===== src/rtl/sym_delay_search.sv =====
// Symbol delay estimator: sweeps candidate delays, counts symbol mismatches
// per window and publishes the lowest-error delay plus aligned ref data.
module sym_delay_search #(
    parameter int MAX_DELAY     = 64,
    parameter int DELAY_W       = 8,
    parameter int WINDOW        = 1000,
    parameter int CNT_W         = 11,
    parameter int LOCK_THRESH   = 0,
    parameter int DEFAULT_DELAY = 38
) (
    input  logic               sys_clk,
    input  logic               reset,
    input  logic               sym_clk_en,
    input  logic               start,
    input  logic [1:0]         ref_data,
    input  logic [1:0]         rx_data,
    output logic [1:0]         data_delay,
    output logic [DELAY_W-1:0] delay_est,
    output logic [CNT_W-1:0]   err_min,
    output logic               locked,
    output logic               busy,
    output logic               done
);

    localparam int SC_W = (CNT_W > DELAY_W + 1) ? CNT_W : DELAY_W + 1;

    typedef enum logic [2:0] {
        S_IDLE,
        S_FILL,
        S_MEASURE,
        S_EVAL,
        S_DONE
    } state_t;

    state_t             r_state;
    logic [1:0]         r_line [MAX_DELAY-1];
    logic [DELAY_W-1:0] r_cand;
    logic [DELAY_W-1:0] r_best_c;
    logic [CNT_W-1:0]   r_err;
    logic [CNT_W-1:0]   r_best_err;
    logic [SC_W-1:0]    r_sym_cnt;

    logic [1:0]         w_taps [MAX_DELAY];
    logic [1:0]         w_tap_est;
    logic [1:0]         w_tap_cand;
    logic               w_mis;
    logic               w_take;
    logic [CNT_W-1:0]   w_best_err;
    logic [DELAY_W-1:0] w_best_c;

    // Tap 0 is the live input; tap d is the entry written d strobes ago.
    always_comb begin
        w_taps[0] = ref_data;
        for (int i = 1; i < MAX_DELAY; i++) begin
            w_taps[i] = r_line[i-1];
        end
    end

    always_comb begin
        w_tap_est  = 2'b00;
        w_tap_cand = 2'b00;
        for (int i = 0; i < MAX_DELAY; i++) begin
            if (delay_est == DELAY_W'(i)) w_tap_est = w_taps[i];
            if (r_cand == DELAY_W'(i)) w_tap_cand = w_taps[i];
        end
    end

    assign w_mis      = (rx_data != w_tap_cand);
    assign w_take     = (r_cand == '0) || (r_err < r_best_err);
    assign w_best_err = w_take ? r_err : r_best_err;
    assign w_best_c   = w_take ? r_cand : r_best_c;

    always_ff @(posedge sys_clk or negedge reset) begin
        if (!reset) begin
            for (int i = 0; i < MAX_DELAY - 1; i++) begin
                r_line[i] <= 2'b00;
            end
            data_delay <= 2'b00;
        end else if (sym_clk_en) begin
            r_line[0] <= ref_data;
            for (int i = 1; i < MAX_DELAY - 1; i++) begin
                r_line[i] <= r_line[i-1];
            end
            data_delay <= w_tap_est;
        end
    end

    always_ff @(posedge sys_clk or negedge reset) begin
        if (!reset) begin
            r_state    <= S_IDLE;
            r_cand     <= '0;
            r_best_c   <= '0;
            r_err      <= '0;
            r_best_err <= '0;
            r_sym_cnt  <= '0;
            delay_est  <= DELAY_W'(DEFAULT_DELAY);
            err_min    <= '0;
            locked     <= 1'b0;
            busy       <= 1'b0;
            done       <= 1'b0;
        end else begin
            done <= 1'b0;
            unique case (r_state)
                S_IDLE: begin
                    if (start) begin
                        busy      <= 1'b1;
                        r_sym_cnt <= '0;
                        r_state   <= S_FILL;
                    end
                end
                S_FILL: begin
                    if (sym_clk_en) begin
                        if (r_sym_cnt == SC_W'(MAX_DELAY - 1)) begin
                            r_sym_cnt <= '0;
                            r_cand    <= '0;
                            r_err     <= '0;
                            r_state   <= S_MEASURE;
                        end else begin
                            r_sym_cnt <= r_sym_cnt + 1'b1;
                        end
                    end
                end
                S_MEASURE: begin
                    if (sym_clk_en) begin
                        r_err <= r_err + CNT_W'(w_mis);
                        if (r_sym_cnt == SC_W'(WINDOW - 1)) begin
                            r_state <= S_EVAL;
                        end else begin
                            r_sym_cnt <= r_sym_cnt + 1'b1;
                        end
                    end
                end
                S_EVAL: begin
                    r_best_err <= w_best_err;
                    r_best_c   <= w_best_c;
                    // Publish on entry to DONE so results align with the pulse.
                    if (r_cand == DELAY_W'(MAX_DELAY - 1)) begin
                        err_min <= w_best_err;
                        locked  <= (w_best_err <= CNT_W'(LOCK_THRESH));
                        if (w_best_err <= CNT_W'(LOCK_THRESH)) begin
                            delay_est <= w_best_c;
                        end
                        done    <= 1'b1;
                        r_state <= S_DONE;
                    end else begin
                        r_cand    <= r_cand + 1'b1;
                        r_err     <= '0;
                        r_sym_cnt <= '0;
                        r_state   <= S_MEASURE;
                    end
                end
                S_DONE: begin
                    busy    <= 1'b0;
                    r_state <= S_IDLE;
                end
                default: r_state <= S_IDLE;
            endcase
        end
    end

endmodule


===== config.mk =====
export PLATFORM = sky130hd
export DESIGN_NAME = sym_delay_search
export DESIGN_NICKNAME = d
export VERILOG_FILES = /design/src/rtl/sym_delay_search.sv
export SDC_FILE = /design/constraint.sdc
export NUM_CORES = 1
export LEC_CHECK = 0
export BUFFER_PORTS_ARGS = -buffer_cell sky130_fd_sc_hd__buf_4
export CAP_MARGIN = 25
export CORE_ASPECT_RATIO = 0.7
export CORE_MARGIN = 2
export CORE_UTILIZATION = 29
export DETAILED_ROUTE_END_ITERATION = 10
export SLEW_MARGIN = 20
export SYNTH_ARGS = -nofsm -noshare
export SYNTH_HDL_FRONTEND = slang
export SYNTH_SLANG_ARGS = --single-unit

===== constraint.sdc =====
create_clock -name sys_clk -period 3.9 [get_ports sys_clk]
set_clock_uncertainty 0.2 [all_clocks]
set_input_delay 0.195 -clock sys_clk [delete_from_list [all_inputs] [get_ports sys_clk]]
set_output_delay 0.195 -clock sys_clk [all_outputs]
set_load 0.03 [all_outputs]

==> results of run 1 <==
## worst max-delay path: stages, from the launching register on
cell and delay (ns):
dfrtp_1 0.39, buf_4 0.15, ha_4 0.17, buf_8 0.15, buf_4 0.16, a221o_1 0.35, a31oi_4 0.21, o211ai_1 0.16
a32oi_2 0.25, nor2b_4 0.07, o21a_1 0.20, o32ai_2 0.32, ha_2 0.22, and3_4 0.18, and3_4 0.19, nand3_1 0.09
xor2_1 0.16, nor2_1 0.11
## cells by family after synthesis
group / synth area share [%]
adders and majority gates: 1.79
and+or+nand+nor: 14.7
muxes: 16.6
buffers and inverters: 3.80
DFF: 42.6
AOI/OAI and AO/OA: 19.0
xor gates and xnor gates: 1.40
## worst paths after layout
path | startpoint | end | depth (start not counted) | slack (ns)
max | r_cand[1] | r_err[10] | 17 | 0.09
min | reset | r_line[40] | 2 | 0.08
max reg2reg | r_cand[1] | r_err[10] | 17 | 0.09
min reg2reg | r_best_c[2] | r_best_c[2] | 1 | 0.30
max in group asynchronous | reset | r_state[0] | 3 | 2.59
min in group sys_clk | rx_data[1] | r_err[0] | 6 | 0.21
## power groups by stage
stage / Combinational, mW / Sequential [mW] / Clock [mW]
2_1_floorplan: 2.34 / 2.95 / 0
3_3_place_gp: 3.73 / 3.30 / 0
3_5_place_dp: 3.75 / 3.31 / 0
4_1_cts: 3.80 / 3.28 / 2.37
5_1_grt: 4.43 / 3.37 / 2.46
6_report: 4.14 / 3.32 / 2.32
## cell usage after synthesis (10+ instances only)
cell | n | area [um2]
mux2i_1 | 19 | 190
a211oi_1 | 10 | 75.1
ha_1 | 17 | 213
o22ai_1 | 18 | 113
a31oi_1 | 19 | 119
xor2_1 | 13 | 114
o21a_1 | 10 | 75.1
mux2_2 | 142 | 1600
inv_1 | 32 | 120
nor2_1 | 89 | 334
a221oi_1 | 13 | 114
a21oi_1 | 82 | 410
buf_1 | 12 | 45.0
clkbuf_1 | 70 | 263
dfrtp_1 | 199 | 4980
nand2_1 | 88 | 330
o21ai_0 | 99 | 495
nand2b_1 | 21 | 131
o211ai_1 | 10 | 75.1
nor2b_1 | 21 | 131
nor3_1 | 33 | 165
nand3_1 | 30 | 150
and3_1 | 16 | 100
## routing by layer
metal | wire length [um] | vias to the layer above | share of wire (%)
met5 | 69 | - | 0.16
met4 | 876 | 2 | 2.0
met3 | 4830 | 73 | 11
met2 | 16400 | 520 | 38
met1 | 20700 | 5263 | 48
li1 | - | 4779 | -
## layout make-up
class	instances	area, um2
clock inverter	8	130
tap	535	669
clock buffer	34	677
sequential	202	5060
multi-input combinational	906	6590
timing repair buffer	171	1390
fill	4062	25300
inverter	34	131
## through the flow
step / hold WS, ns / std cells / power, mW / cell area (um2) / TNS [ns]
6_report: 0.0830 / 1890 / 9.78 / 14700 / 0
3_3_place_gp: 0.0979 / 1834 / 7.03 / 13500 / -0.154
4_1_cts: 0.113 / 1881 / 9.45 / 14400 / 0
3_5_place_dp: 0.102 / 1834 / 7.05 / 13500 / -0.443
5_1_grt: 0.170 / 1890 / 10.3 / 14700 / -0.0207
2_1_floorplan: -0.301 / 1227 / 5.29 / 11900 / 0
## state kept, by name (all words and copies together), names as in the netlist
signal      flops
r_sym_cnt      11
r_line        126
data_delay      2
err_min        11
done            1
locked          1
r_best_c        8
r_err          11
r_state         3
r_best_err     11
r_cand          8
busy            1
delay_est       8
## repair_timing
| action | in CTS | in global routing |
|---|---|---|
| setup endpoints to repair | 6 | 7 |
| resized for setup | 7 | 48 |
| pin swaps | 0 | 14 |
| gates cloned | 0 | 1 |
| hold buffers | 5 | 0 |
| setup buffers | 0 | 8 |
| endpoints found under the hold margin | 110 | 0 |
==> results.py, run 1 <==
metrics = {
    "outcome": {
        "status": "finished clean",
    },
    "setup_path": {
        "cp-start-kind": "register",
        "worstSetupPathType": "register to register",
        "worstSetupEndpointType": "register",
        "cp_max_fo": 15,
        "cp.required_ns": 4.18,
        "critPathArrivalTime_ns": 4.09,
    },
    "synth": {
        "ys.flop_type": "dfrtp_1",
        "async_reset_ff_share_pct": 100,
        "yosysWarnings": 0,
        "ys_ff_latch": 202,
        "synth_cells": 1227,
        "seq_area_frac_synth_pct": 42.6,
        "synthesis.nets": 1252,
        "synth_edf_count": 0,
        "syn_area_per_cell_um2": 9.67,
        "syn_area_um2": 11900,
        "synth_cell_types": 76,
    },
    "global_route": {
        "use_met3_pct": 6.32,
        "grt_max_degree": 82,
        "track_usage_pct": 19.8,
        "grt_pass1_wl_um": 64100,
        "antenna_found_initial": 0,
        "overflow": 0,
        "use_met2_pct": 25.6,
        "first_global_vias": 9805,
        "grt_use_met1_pct": 31.1,
        "grt_busiest_layer": "met1",
    },
    "timing": {
        "period_needed_ns": 3.81,
        "relSlewSlack_pct": 49.4,
        "finalWorstSetupSlack_ns": 0.0906,
        "tightest_slew_ns": 0.756,
        "fin_crit_sh_pct": 97.7,
        "drv_slew": 0,
        "setup_violations": 0,
        "max_freq_ghz": 0.263,
        "final_hold_viol_count": 0,
    },
    "clock_network": {
        "clk_latency_ns": 0.54,
        "cts.sink_count": 202,
        "htree_levels": 1,
        "numCtsBuffers": 23,
        "clk_path_buf_depth": 3,
        "clk_pin_slew_ns": 0.06,
        "cts_tree": "done",
        "cts_root_buffer": "clkbuf_16",
    },
    "routing": {
        "routed_wl_um": 42800,
        "viasPerCell": 5.63,
        "antenna_left": 0,
        "first_pass_iters": 6,
        "drc": 0,
        "drt-wirelength-per-cell_um": 22.7,
        "vias": 10637,
        "drtIter0Drc": 1220,
    },
    "pwr": {
        "p_int_mw": 5.90,
        "swShare_pct": 39.7,
        "p_clk_share_pct": 23.7,
        "vdd_drop_max_mv": 0.348,
        "powerDensity_nw_per_um2": 668,
        "seq_power_share_pct": 33.9,
        "power_switching_mw": 3.88,
        "p_leak_nw": 6.31,
        "comb_power_share_pct": 42.4,
    },
    "die": {
        "fp.dieW_um": 246,
        "core_um2": 40000,
        "rows": 61,
        "die-area_um2": 42600,
        "start_util_pct": 29.7,
        "die_h_um": 173,
        "ios": 32,
    },
    "flow_run": {
        "cap_violations": 0,
    },
    "place": {
        "gp_congestion": 1.02,
        "io_buffers": 31,
        "pre_cts_slack_ns": -0.143,
        "dp_hpwl_um": 32200,
    },
    "final_layout": {
        "n_antenna_cell": 0,
        "finalNetCount": 1363,
        "final_core_util_pct": 36.6,
        "mostFrequentLayoutCell": "dfrtp_1",
        "syn2layout_area_growth_pct": 23.5,
        "layout_common_cells": "dfrtp_1 (198), buf_4 (152), mux2_2 (142), o21ai_0 (95)",
        "drive_gt1_share_pct": 30.2,
    },
    "worst_hold_path": {
        "min_path_type": "input port to asynchronous set/reset pin",
    },
}
Power figures use the tool's default switching activity.
==> run 2, diff against run 1 <==
CORE_UTILIZATION = 40   (was 29)
REMOVE_ABC_BUFFERS = 1   (was default)
==> run 2 against run 1 <==
Against the previous run: die area decreased by 27%; register-to-register slack worse by 0.04 ns; clock power down 8%; global-route usage is 6.8 points higher; sequential cell count unchanged; critical endpoint is now r_err[6]; largest cell class unchanged.
==> results.py, run 2 (synthesis gave the netlist of run 1 again) <==
metrics = {
    "global_route": {
        "antenna_found_initial": 0,
        "first_global_vias": 9915,
        "grt_max_degree": 100,
        "grt_pass1_wl_um": 62900,
        "track_usage_pct": 26.5,
        "overflow": 0,
    },
    "routing": {
        "vias": 10527,
        "antenna_left": 0,
        "drtIter0Drc": 1306,
        "drc": 0,
        "viasPerCell": 6.14,
        "routed_wl_um": 41000,
        "first_pass_iters": 5,
        "drt-wirelength-per-cell_um": 23.9,
    },
    "pwr": {
        "powerDensity_nw_per_um2": 663,
        "comb_power_share_pct": 42.7,
        "power.total_mw": 9.49,
        "p_leak_nw": 6.19,
        "seq_power_share_pct": 34.7,
        "p_clk_share_pct": 22.6,
        "swShare_pct": 40.1,
        "p_int_mw": 5.68,
        "power_switching_mw": 3.81,
        "vdd_drop_max_mv": 0.325,
    },
    "place": {
        "dpl.cell_count": 1658,
        "io_buffers": 31,
        "postPlaceCellArea_um2": 13200,
        "gp_congestion": 0.972,
        "pre_cts_slack_ns": -0.112,
        "dp_hpwl_um": 30200,
    },
    "final_layout": {
        "post-route-cell-area_um2": 14300,
        "n_fill_cell": 2740,
        "mostFrequentLayoutCell": "dfrtp_1",
        "final_core_util_pct": 49.3,
        "finalNetCount": 1345,
        "top_register": "r_line",
        "largest_reg_flops": 126,
        "syn2layout_area_growth_pct": 20.6,
        "layout_common_cells": "dfrtp_1 (196), mux2_2 (142), buf_4 (129), o21ai_0 (95), nand2_1 (88)",
        "n_antenna_cell": 0,
        "drive_gt1_share_pct": 29.6,
        "final_cells": 1714,
    },
    "clock_network": {
        "clk_path_buf_depth": 3,
        "numCtsBuffers": 23,
        "cts_tree": "done",
        "cts_root_buffer": "clkbuf_16",
        "clk_pin_slew_ns": 0.06,
        "htree_levels": 1,
        "clk_latency_ns": 0.53,
        "cts.sink_count": 202,
    },
    "timing": {
        "setup_tns_ns": 0,
        "hold_ws_ns": 0.112,
        "drv_slew": 0,
        "rsz0062_at_grt": "yes",
        "final_hold_viol_count": 0,
        "period_needed_ns": 3.85,
        "max_freq_ghz": 0.260,
        "tightest_slew_ns": 0.904,
        "finalWorstSetupSlack_ns": 0.0485,
        "relSlewSlack_pct": 38.9,
        "fin_crit_sh_pct": 98.8,
        "setup_violations": 0,
    },
    "setup_path": {
        "worstSetupEndpointType": "register",
        "cp.required_ns": 4.11,
        "critPathArrivalTime_ns": 4.06,
        "worstSetupPathType": "register to register",
        "cp-start-kind": "register",
        "cp_max_fo": 6,
    },
    "die": {
        "fp.dieW_um": 210,
        "die_h_um": 148,
        "core_um2": 29000,
        "ios": 32,
        "die-area_um2": 31100,
        "rows": 52,
        "start_util_pct": 40.9,
    },
    "outcome": {
        "status": "finished clean",
    },
    "worst_hold_path": {
        "min_path_type": "input port to asynchronous set/reset pin",
    },
    "flow_run": {
        "cap_violations": 0,
    },
}
run 2: changes by cell type in the layout (fill, tap and decap cells not counted), moves of 3 or more:
cell / before / now
buf_4: 152 / 129
clkinv_2: 1 / 9
buf_6: 6 / 11
clkbuf_8: 7 / 3
a21oi_1: 80 / 77
a21oi_2: 2 / 5
clkinv_4: 3 / 0
run 2: worst paths after layout:
check,startpoint,end,slack [ns],depth (start not counted)
max,r_cand[0],r_err[6],0.05,18
max in group asynchronous,reset,r_line[16],2.46,4
min in group sys_clk,rx_data[1],r_err[0],0.19,6
min,reset,r_line[119],0.11,2
min reg2reg,r_best_c[5],r_best_c[5],0.30,1
max reg2reg,r_cand[0],r_err[6],0.05,18
run 2: layout make-up:
type | instances | area [um2] | share of cell area, %
multi-input cells | 906 | 6630 | 46.3
flip-flops and latches | 202 | 5060 | 35.4
repair buffers | 153 | 1290 | 8.99
clock buffers | 29 | 618 | 4.32
well taps | 378 | 473 | 3.30
inverters | 34 | 128 | 0.892
clock inverters | 12 | 113 | 0.787
run 2: power groups by stage:
stage	registers, mW	logic, mW	clock network, mW
global route	3.35	4.34	2.28
CTS	3.25	3.70	2.19
finish	3.29	4.05	2.14
detailed placement	3.28	3.63	0
global placement	3.28	3.61	0
floorplan	3.01	2.15	0
run 2: repair_timing:
action	4_1_cts	5_1_grt
pin swaps	5	25
setup endpoints to repair	6	10
hold endpoints to repair	99	0
gates resized for setup	12	56
buffers inserted	1	10
hold buffers	5	0
run 2: worst max-delay path: stages (launching register included):
cell	delay [ns]
dfrtp_1	0.42
buf_6	0.14
ha_4	0.17
buf_6	0.13
nor2b_4	0.13
buf_4	0.17
a221o_1	0.37
a32oi_2	0.31
o211ai_1	0.18
nand4_1	0.13
a41oi_2	0.17
xnor2_2	0.24
o32ai_4	0.13
ha_2	0.21
and3_4	0.16
buf_4	0.14
and3_4	0.17
xnor2_2	0.14
nor2_1	0.05
run 2: routing by layer:
layer,vias to the layer above,wire length (um),GRT usage (%)
li1,4739,-,-
met4,0,811,5.28
met1,5216,20000,42.1
met5,-,0,0
met2,505,15800,34.5
met3,67,4370,8.34
==> run 3, diff against run 2 <==
CORE_UTILIZATION = 45   (was 40)
PLACE_DENSITY_LB_ADDON = 0.08   (was default)
==> run 3 against run 2 <==
Against the previous run: cell area down 0.59%; utilization up 5.8 points; combinational power about the same; fmax up 3.7%; register-to-register slack better by 0.14 ns; via count down 0.45%; global-route usage up 3.3 points; largest cell class unchanged; largest power group unchanged.
==> results.py, run 3 (synthesis gave the netlist of run 1 again) <==
metrics = {
    "outcome": {
        "status": "finished clean",
    },
    "die": {
        "die-area_um2": 27700,
        "start_util_pct": 46.0,
        "core_um2": 25800,
        "rows": 49,
        "ios": 32,
        "fp.dieW_um": 198,
        "die_h_um": 140,
    },
    "final_layout": {
        "n_antenna_cell": 0,
        "largest_reg_flops": 126,
        "drive_gt1_share_pct": 29.6,
        "syn2layout_area_growth_pct": 19.9,
        "finalNetCount": 1352,
        "top_register": "r_line",
        "layout_common_cells": "dfrtp_1 (194), buf_4 (144), mux2_2 (142), o21ai_0 (96), nand2_1 (88)",
        "mostFrequentLayoutCell": "dfrtp_1",
        "final_cells": 1697,
    },
    "setup_path": {
        "cp.required_ns": 4.10,
        "cp_top_family": "compound AO/OA/AOI/OAI gates",
        "critPathArrivalTime_ns": 3.91,
        "r2r_slack_ns": 0.19,
        "worstSetupEndpointType": "register",
        "critical_path_buf_inv_count": 2,
        "cp-start-kind": "register",
        "path_cells": "inv_2 > ha_4 > buf_4 > nor2b_4 > a221oi_1 > o31a_1 > o2111ai_2 > o2111a_1 > nor2b_2 > nor4bb_2 > o32ai_2 > ha_1 > and3_4 > and3_4 > nand3_2 > xor2_1 > nor2_1",
        "worstSetupPathType": "register to register",
        "cp_max_fo": 7,
        "slowest_stage": "dfrtp_2",
        "cp_slowest_stage_delay_ns": 0.43,
        "critical_path.most_common_cell": "and3_4",
    },
    "clock_network": {
        "clk_path_buf_depth": 3,
        "cts.sink_count": 202,
        "htree_levels": 1,
        "cts_root_buffer": "clkbuf_16",
        "cts_tree": "done",
        "numCtsBuffers": 22,
        "clk_pin_slew_ns": 0.06,
        "clk_latency_ns": 0.53,
    },
    "timing": {
        "tightest_slew_ns": 0.826,
        "period_needed_ns": 3.71,
        "hold_ws_ns": 0.0595,
        "max_freq_ghz": 0.269,
        "final_hold_viol_count": 0,
        "setup_tns_ns": 0,
        "rsz0062_at_grt": "no",
        "setup_violations": 0,
        "fin_crit_sh_pct": 95.2,
        "finalWorstSetupSlack_ns": 0.188,
        "drv_slew": 0,
        "relSlewSlack_pct": 44.8,
    },
    "place": {
        "dpl.cell_count": 1644,
        "io_buffers": 31,
        "gp_congestion": 1.02,
        "pre_cts_slack_ns": -0.272,
        "dp_hpwl_um": 30300,
    },
    "global_route": {
        "overflow": 0,
        "track_usage_pct": 29.8,
        "antenna_found_initial": 0,
        "first_global_vias": 10035,
        "grt_max_degree": 90,
        "grt_pass1_wl_um": 62700,
    },
    "pwr": {
        "p_leak_nw": 6.17,
        "power_switching_mw": 3.75,
        "powerDensity_nw_per_um2": 661,
        "power.total_mw": 9.40,
        "p_clk_share_pct": 21.9,
        "p_int_mw": 5.65,
        "vdd_drop_max_mv": 0.394,
        "seq_power_share_pct": 35.2,
        "comb_power_share_pct": 42.9,
        "swShare_pct": 39.8,
    },
    "routing": {
        "first_pass_iters": 7,
        "drt-wirelength-per-cell_um": 23.8,
        "drc": 0,
        "drtIter0Drc": 1130,
        "viasPerCell": 6.18,
        "antenna_left": 0,
        "routed_wl_um": 40400,
        "vias": 10480,
    },
    "worst_hold_path": {
        "min_path_type": "input port to asynchronous set/reset pin",
    },
    "flow_run": {
        "cap_violations": 0,
    },
}
[run 3: through the flow]
stage                     utilization [%]  instance area (um2)
after global placement               51.1                13200
after floorplan                         -                11500
after detailed placement             51.1                13200
after CTS                            54.2                14000
after global routing                 55.1                14200
final                                55.1                14200
[run 3: power by group through the flow]
stage,Combinational (mW),Sequential [mW],Clock [mW]
floorplan,2.15,3.01,0
detailed placement,3.72,3.28,0
global placement,3.71,3.28,0
finish,4.04,3.31,2.06
global route,4.37,3.37,2.20
CTS,3.80,3.26,2.12
[run 3: path summary, 6_finish.rpt]
| path | startpoint | endpoint | cells after the start |
|---|---|---|---|
| max | r_cand[1] | r_err[10] | 17 |
| max reg2reg | r_cand[1] | r_err[10] | 17 |
| min | reset | done | 2 |
| max in group asynchronous | reset | r_line[6] | 3 |
| min reg2reg | r_sym_cnt[1] | r_sym_cnt[1] | 2 |
| min in group sys_clk | rx_data[1] | r_err[0] | 6 |
[run 3: final cells by class]
cell class                 count  area (um2)
tap                          357         447
clock buffer                  31         646
multi-input combinational    906        6560
sequential                   202        5060
clock inverter                 6        60.1
fill                        2332       11600
timing repair buffer         161        1320
inverter                      34         138
[run 3: metal layers]
metal | routed length, um | vias to the layer above | global-route usage (%)
met5 | 0 | - | 0
met4 | 1240 | 0 | 9.58
met3 | 4140 | 81 | 8.56
met2 | 15500 | 517 | 38.9
met1 | 19600 | 5131 | 46.5
li1 | - | 4751 | -
[run 3: repair_timing]
action / CTS / global route
pin swaps: 2 / 20
endpoints found under the hold margin: 94 / 0
gates resized for setup: 13 / 39
hold buffers: 5 / 0
buffers inserted: 0 / 12
endpoints found under the setup margin: 9 / 7
[run 3: worst reg2reg max path, stage by stage (launching register included)]
cell,delay [ns]
dfrtp_2,0.43
inv_2,0.08
ha_4,0.19
buf_4,0.14
nor2b_4,0.22
a221oi_1,0.13
o31a_1,0.33
o2111ai_2,0.21
o2111a_1,0.23
nor2b_2,0.17
nor4bb_2,0.06
o32ai_2,0.32
ha_1,0.21
and3_4,0.18
and3_4,0.19
nand3_2,0.08
xor2_1,0.15
nor2_1,0.05
